`src/rtl/count_down4_if.sv`:
```
// Control and status bundle for the count_down4 loadable down-counter.
// The controller drives load/step controls; the counter returns count, busy, done and its FSM state.
interface count_down4_if #(
  parameter int WIDTH = 4
);
  logic             load;
  logic [WIDTH-1:0] load_val;
  logic             enable;
  logic             cntby2;
  logic             auto_reload;
  logic [WIDTH-1:0] count;
  logic             busy;
  logic             done;
  logic [1:0]       state;

  modport master (
    output load, load_val, enable, cntby2, auto_reload,
    input  count, busy, done, state
  );

  modport slave (
    input  load, load_val, enable, cntby2, auto_reload,
    output count, busy, done, state
  );
endinterface

```
`src/rtl/count_down4.sv`:
```
// Loadable saturating down-counter with a step of 1 or 2 and optional auto-reload.
// A three-state FSM (IDLE/RUN/DONE) drives registered busy and a one-cycle done pulse.
module count_down4 #(
  parameter int WIDTH = 4
) (
  input  logic         clk,
  input  logic         nReset,
  count_down4_if.slave bus
);

  localparam logic [1:0] IDLE = 2'd0;
  localparam logic [1:0] RUN  = 2'd1;
  localparam logic [1:0] DONE = 2'd2;

  logic [1:0]       state_q, state_d;
  logic [WIDTH-1:0] count_q, count_d;
  logic [WIDTH-1:0] reload_q, reload_d;
  logic             busy_q, done_q;
  logic [WIDTH:0]   step;

  // One bit wider than count so the saturation compare also works when WIDTH is 1.
  assign step = {{(WIDTH-1){1'b0}}, bus.cntby2, ~bus.cntby2};

  always_comb begin
    state_d  = state_q;
    count_d  = count_q;
    reload_d = reload_q;
    if (bus.load) begin
      count_d  = bus.load_val;
      reload_d = bus.load_val;
      state_d  = (bus.load_val != '0) ? RUN : IDLE;
    end else begin
      case (state_q)
        IDLE: state_d = IDLE;
        RUN: begin
          if (bus.enable) begin
            if ({1'b0, count_q} > step) begin
              count_d = count_q - step[WIDTH-1:0];
            end else begin
              count_d = '0;
              state_d = DONE;
            end
          end
        end
        DONE: begin
          if (bus.auto_reload && (reload_q != '0)) begin
            count_d = reload_q;
            state_d = RUN;
          end else begin
            count_d = '0;
            state_d = IDLE;
          end
        end
        default: begin
          count_d = '0;
          state_d = IDLE;
        end
      endcase
    end
  end

  // busy/done are registered from the next state so they line up with the count they describe.
  always_ff @(posedge clk or negedge nReset) begin
    if (!nReset) begin
      state_q  <= IDLE;
      count_q  <= '0;
      reload_q <= '0;
      busy_q   <= 1'b0;
      done_q   <= 1'b0;
    end else begin
      state_q  <= state_d;
      count_q  <= count_d;
      reload_q <= reload_d;
      busy_q   <= (state_d == RUN);
      done_q   <= (state_d == DONE);
    end
  end

  assign bus.count = count_q;
  assign bus.busy  = busy_q;
  assign bus.done  = done_q;
  assign bus.state = state_q;

endmodule

```
`src/flat_wrapper.sv`:
```
// flat-port wrapper written by rule: the top's interface ports become plain ports
module count_down4_flat 
#(
  parameter int WIDTH = 4
)
  (clk, nReset, bus_load, bus_load_val, bus_enable, bus_cntby2, bus_auto_reload, bus_count, bus_busy, bus_done, bus_state);
  count_down4_if #(.WIDTH(WIDTH)) bus_i ();
  input  logic clk;
  input  logic nReset;
  input wire logic [$bits(bus_i.load)-1:0] bus_load;
  input wire logic [$bits(bus_i.load_val)-1:0] bus_load_val;
  input wire logic [$bits(bus_i.enable)-1:0] bus_enable;
  input wire logic [$bits(bus_i.cntby2)-1:0] bus_cntby2;
  input wire logic [$bits(bus_i.auto_reload)-1:0] bus_auto_reload;
  output wire logic [$bits(bus_i.count)-1:0] bus_count;
  output wire logic [$bits(bus_i.busy)-1:0] bus_busy;
  output wire logic [$bits(bus_i.done)-1:0] bus_done;
  output wire logic [$bits(bus_i.state)-1:0] bus_state;
  assign bus_i.load = bus_load;
  assign bus_i.load_val = bus_load_val;
  assign bus_i.enable = bus_enable;
  assign bus_i.cntby2 = bus_cntby2;
  assign bus_i.auto_reload = bus_auto_reload;
  assign bus_count = bus_i.count;
  assign bus_busy = bus_i.busy;
  assign bus_done = bus_i.done;
  assign bus_state = bus_i.state;
  count_down4 #(.WIDTH(WIDTH)) u_core (.clk(clk), .nReset(nReset), .bus(bus_i));
endmodule
```
`config.mk`:
```
export PLATFORM = sky130hd
export DESIGN_NAME = count_down4_flat
export DESIGN_NICKNAME = d
export VERILOG_FILES = /design/src/rtl/count_down4_if.sv /design/src/rtl/count_down4.sv /design/src/flat_wrapper.sv
export SDC_FILE = /design/constraint.sdc
export NUM_CORES = 1
export LEC_CHECK = 0
export BUFFER_PORTS_ARGS = -buffer_cell sky130_fd_sc_hd__buf_2
export CAP_MARGIN = 20
export CORE_UTILIZATION = 45
export CTS_CLUSTER_DIAMETER = 100
export DETAILED_ROUTE_END_ITERATION = 16
export GPL_TIMING_DRIVEN = 1
export PLACE_DENSITY = 0.77
export SLEW_MARGIN = 10
export SYNTH_ARGS = -nofsm -noshare
export SYNTH_HDL_FRONTEND = slang
export SYNTH_SLANG_ARGS = --single-unit
```
`constraint.sdc`:
```
create_clock -name clk -period 2 [get_ports clk]
set_clock_uncertainty 0.1 [all_clocks]
set_input_delay 0.3 -clock clk [delete_from_list [all_inputs] [get_ports clk]]
set_output_delay 0.3 -clock clk [all_outputs]
set_load 0.02 [all_outputs]
```
==> reports/metrics.csv <==
stage,metric,value,unit
worst_setup_path,CP Class,flop to flop,
placed_design,gpl congestion,0.806,
global_route,Total Routing Usage GR,0.198,
die,die area,1840,um^2
worst_setup_path,R2R Setup Slk,0.12,ns
power,Net Sw Frac,0.322,
die,initial core utilization,0.488,
power,Tot Pwr,597,uW
timing,final setup violating endpoints,0,
die,width of the die,42.9,um
global_route,initial antenna violation count,0,
global_route,grt ovf,0,
clocking,cts bufs inserted,3,
die,row count,14,
power,NetSw,193,uW
die,placeable core area,1540,um^2
route,routed length per instance,13.9,um
layout,ant diodes,0,
synth,synth unique cells,33,
route,Pre-Repair DR Iteration Count,4,
synth,Synth area leader,dfrtp_1,
synth,Mapped Area,752,um^2
worst_setup_path,FF-to-FF End,u_core.bus.done,
timing,crit share post-route,0.939,
power,PD cells,652,nW/um^2
placed_design,Final HPWL DP,1260,um
layout,most frequent standard cell in the layout excluding fill and tap cells,buf_2,
timing,maximum clock frequency,533,MHz
power,leakage power,0.434,nW
power,Comb pwr share,0.279,
job,Max-Cap Viols,0,
power,maximum VDD drop,0.391,mV
route,Final ANT Viol Nets,0,
synth,syn nets,93,
worst_setup_path,Worst Setup End Kind,flop,
route,vias per cell,5.99,
timing,slew margin rel.,0.730,
route,via count,689,
worst_setup_path,worst r2r src,u_core.bus.count[0],
synth,area share of the largest cell type after synthesis,0.399,
clocking,Clock Latency Late Sink,0.26,ns
timing,fin worst setup slack,0.122,ns
clocking,clock sinks,12,
clocking,clock buffer depth,2,
layout,share of layout cells above drive strength 1,0.333,
power,sequential share of power,0.477,
run_status,run status,"complete, no violations",
timing,Slew Limit Fails,0,
placed_design,I/O Buffers,17,
synth,Synth Register Bits,12,
route,initial DRC count,43,
route,Routed WL,1600,um
timing,Period minus WS final,1.88,ns
synth,Syn Area/Cell,9.77,um^2
clocking,Clock transition at path regs,0.07,ns
power,clock share of power,0.244,
synth,post-synthesis sequential area ratio,0.399,
clocking,H-tree depth,1,
worst_setup_path,critical path endpoint,u_core.bus.done,
worst_setup_path,CP arrival,1.99,ns
global_route,global-route wire length before repair,2770,um
clocking,TritonCTS clock tree,done,
synth,"top cells by area, synth","dfrtp_1 (40%), ha_1 (8.3%), inv_1 (5.0%)",
timing,setup total negative slack,0,ns
worst_setup_path,CP Max Fanout,3,
layout,Final Core Density,0.594,
synth,Yosys Warn Count,0,
synth,Mapped Cells,77,
timing,final hold vios,0,
worst_setup_path,Startpoint Class,flop,
min_path,Hold Path Class,input port to flop,
worst_setup_path,worst path required time,2.11,ns
placed_design,Post-Place Cells,110,
layout,most frequent cells in the layout,"buf_2 (17), dfrtp_1 (12), inv_1 (9)",
global_route,largest net degree at the start of global routing,17,
power,internal power,405,uW
timing,Least-Margin Pin Slew,0.405,ns
timing,RSZ-0062 raised after global routing,false,
placed_design,pre-CTS WS,0.0249,ns
layout,Final Non-Filler Cells,115,
global_route,vias in the first global route,635,
layout,P&R area growth vs syn,21.8,%
layout,Final nets,117,
die,Ports,18,
layout,post-route cell area,916,um^2
placed_design,Area after DPL,860,um^2
timing,Worst Hold Slack,0.207,ns
route,DRC viols,0,
clocking,root buffer cell,clkbuf_4,
die,die height,42.9,um
worst_setup_path,worst reg2reg path depth,8,
worst_setup_path,worst setup path startpoint,u_core.bus.count[0],
==> flip-flops by register name, indices dropped and copies added (netlist names) <==
| register | cells |
|---|---|
| u_core.bus.busy | 1 |
| u_core.bus.count | 4 |
| u_core.bus.done | 1 |
| u_core.bus.state | 2 |
| u_core.reload_q | 4 |
==> cell type report <==
type	count	area [um^2]
inverters	10	37.5
clock buffers	3	22.5
repair buffers	20	110
flip-flops and latches	12	300
multi-input cells	54	425
fillers	146	626
well taps	16	20.0
==> metal layers <==
metal  up-vias  track usage  share of wire
met1       335        0.284           0.47
met3         4       0.0255          0.060
met4         0       0.0563         0.0088
met5         -            0              0
li1        321            -              -
met2        29        0.312           0.46
==> synth_stat cells <==
cell,number
a21bo_2,1
and2_1,1
or3_1,1
fa_1,1
nor4_1,1
and2b_2,1
mux2_2,2
and3_1,1
a21oi_1,6
buf_2,1
nand2b_1,1
o41ai_2,1
inv_1,10
a31oi_2,1
o31a_1,1
nor2b_1,1
a21o_1,1
a211oi_1,1
ha_1,5
nor3_1,1
o21ai_1,1
o211ai_1,2
o21ai_0,3
o311ai_0,1
xnor2_1,1
and3b_2,1
nand4b_1,2
nor2_1,2
nand2_1,4
dfrtp_1,12
nand3_1,7
a21boi_2,1
nand4bb_1,1
==> worst min path at each step <==
stage	startpoint	end	slack [ns]	cells past startpoint
2_1_floorplan	nReset	u_core.bus.busy	-0.1	0
3_3_place_gp	nReset	u_core.bus.state[1]	0.09	1
3_5_place_dp	nReset	u_core.bus.state[1]	0.1	1
4_1_cts	bus_load_val[0]	u_core.reload_q[0]	0.21	3
5_1_grt	bus_load_val[1]	u_core.reload_q[1]	0.22	2
6_report	bus_load_val[0]	u_core.reload_q[0]	0.21	3
==> logic make-up (layout without fill, tap and decap cells) <==
kind of cell / count (synthesis) / count (layout) / synth area share
buffers and inverters: 11 / 33 / 0.0566
AND/OR/NAND/NOR: 25 / 25 / 0.196
flip-flops: 12 / 12 / 0.399
multiplexers: 2 / 2 / 0.0299
XOR/XNOR: 1 / 1 / 0.0116
AO/OA/AOI/OAI: 20 / 20 / 0.196
adder cells (fa/ha/maj): 6 / 6 / 0.110
==> worst max-delay path, cell delays in order, from the launching register on <==
cell and delay [ns]:
dfrtp_1 0.39, inv_2 0.06, ha_1 0.13, inv_1 0.06, fa_2 0.37, a21bo_2 0.23
nand3_2 0.12, a31oi_4 0.21, and2_1 0.14
==> power by group through the flow <==
stage	clock (mW)	combinational (mW)	sequential, mW
after floorplan	0	0.0883	0.300
after global placement	0	0.151	0.287
after detailed placement	0	0.156	0.289
after CTS	0.149	0.158	0.284
after global routing	0.159	0.184	0.288
final	0.146	0.166	0.285
==> what timing repair did <==
action,4_1_cts,5_1_grt
hold endpoints to repair,12,0
hold buffers,1,0
buffers inserted,0,1
resized for setup,0,4
setup endpoints to repair,0,5
Power figures use the tool's default switching activity.
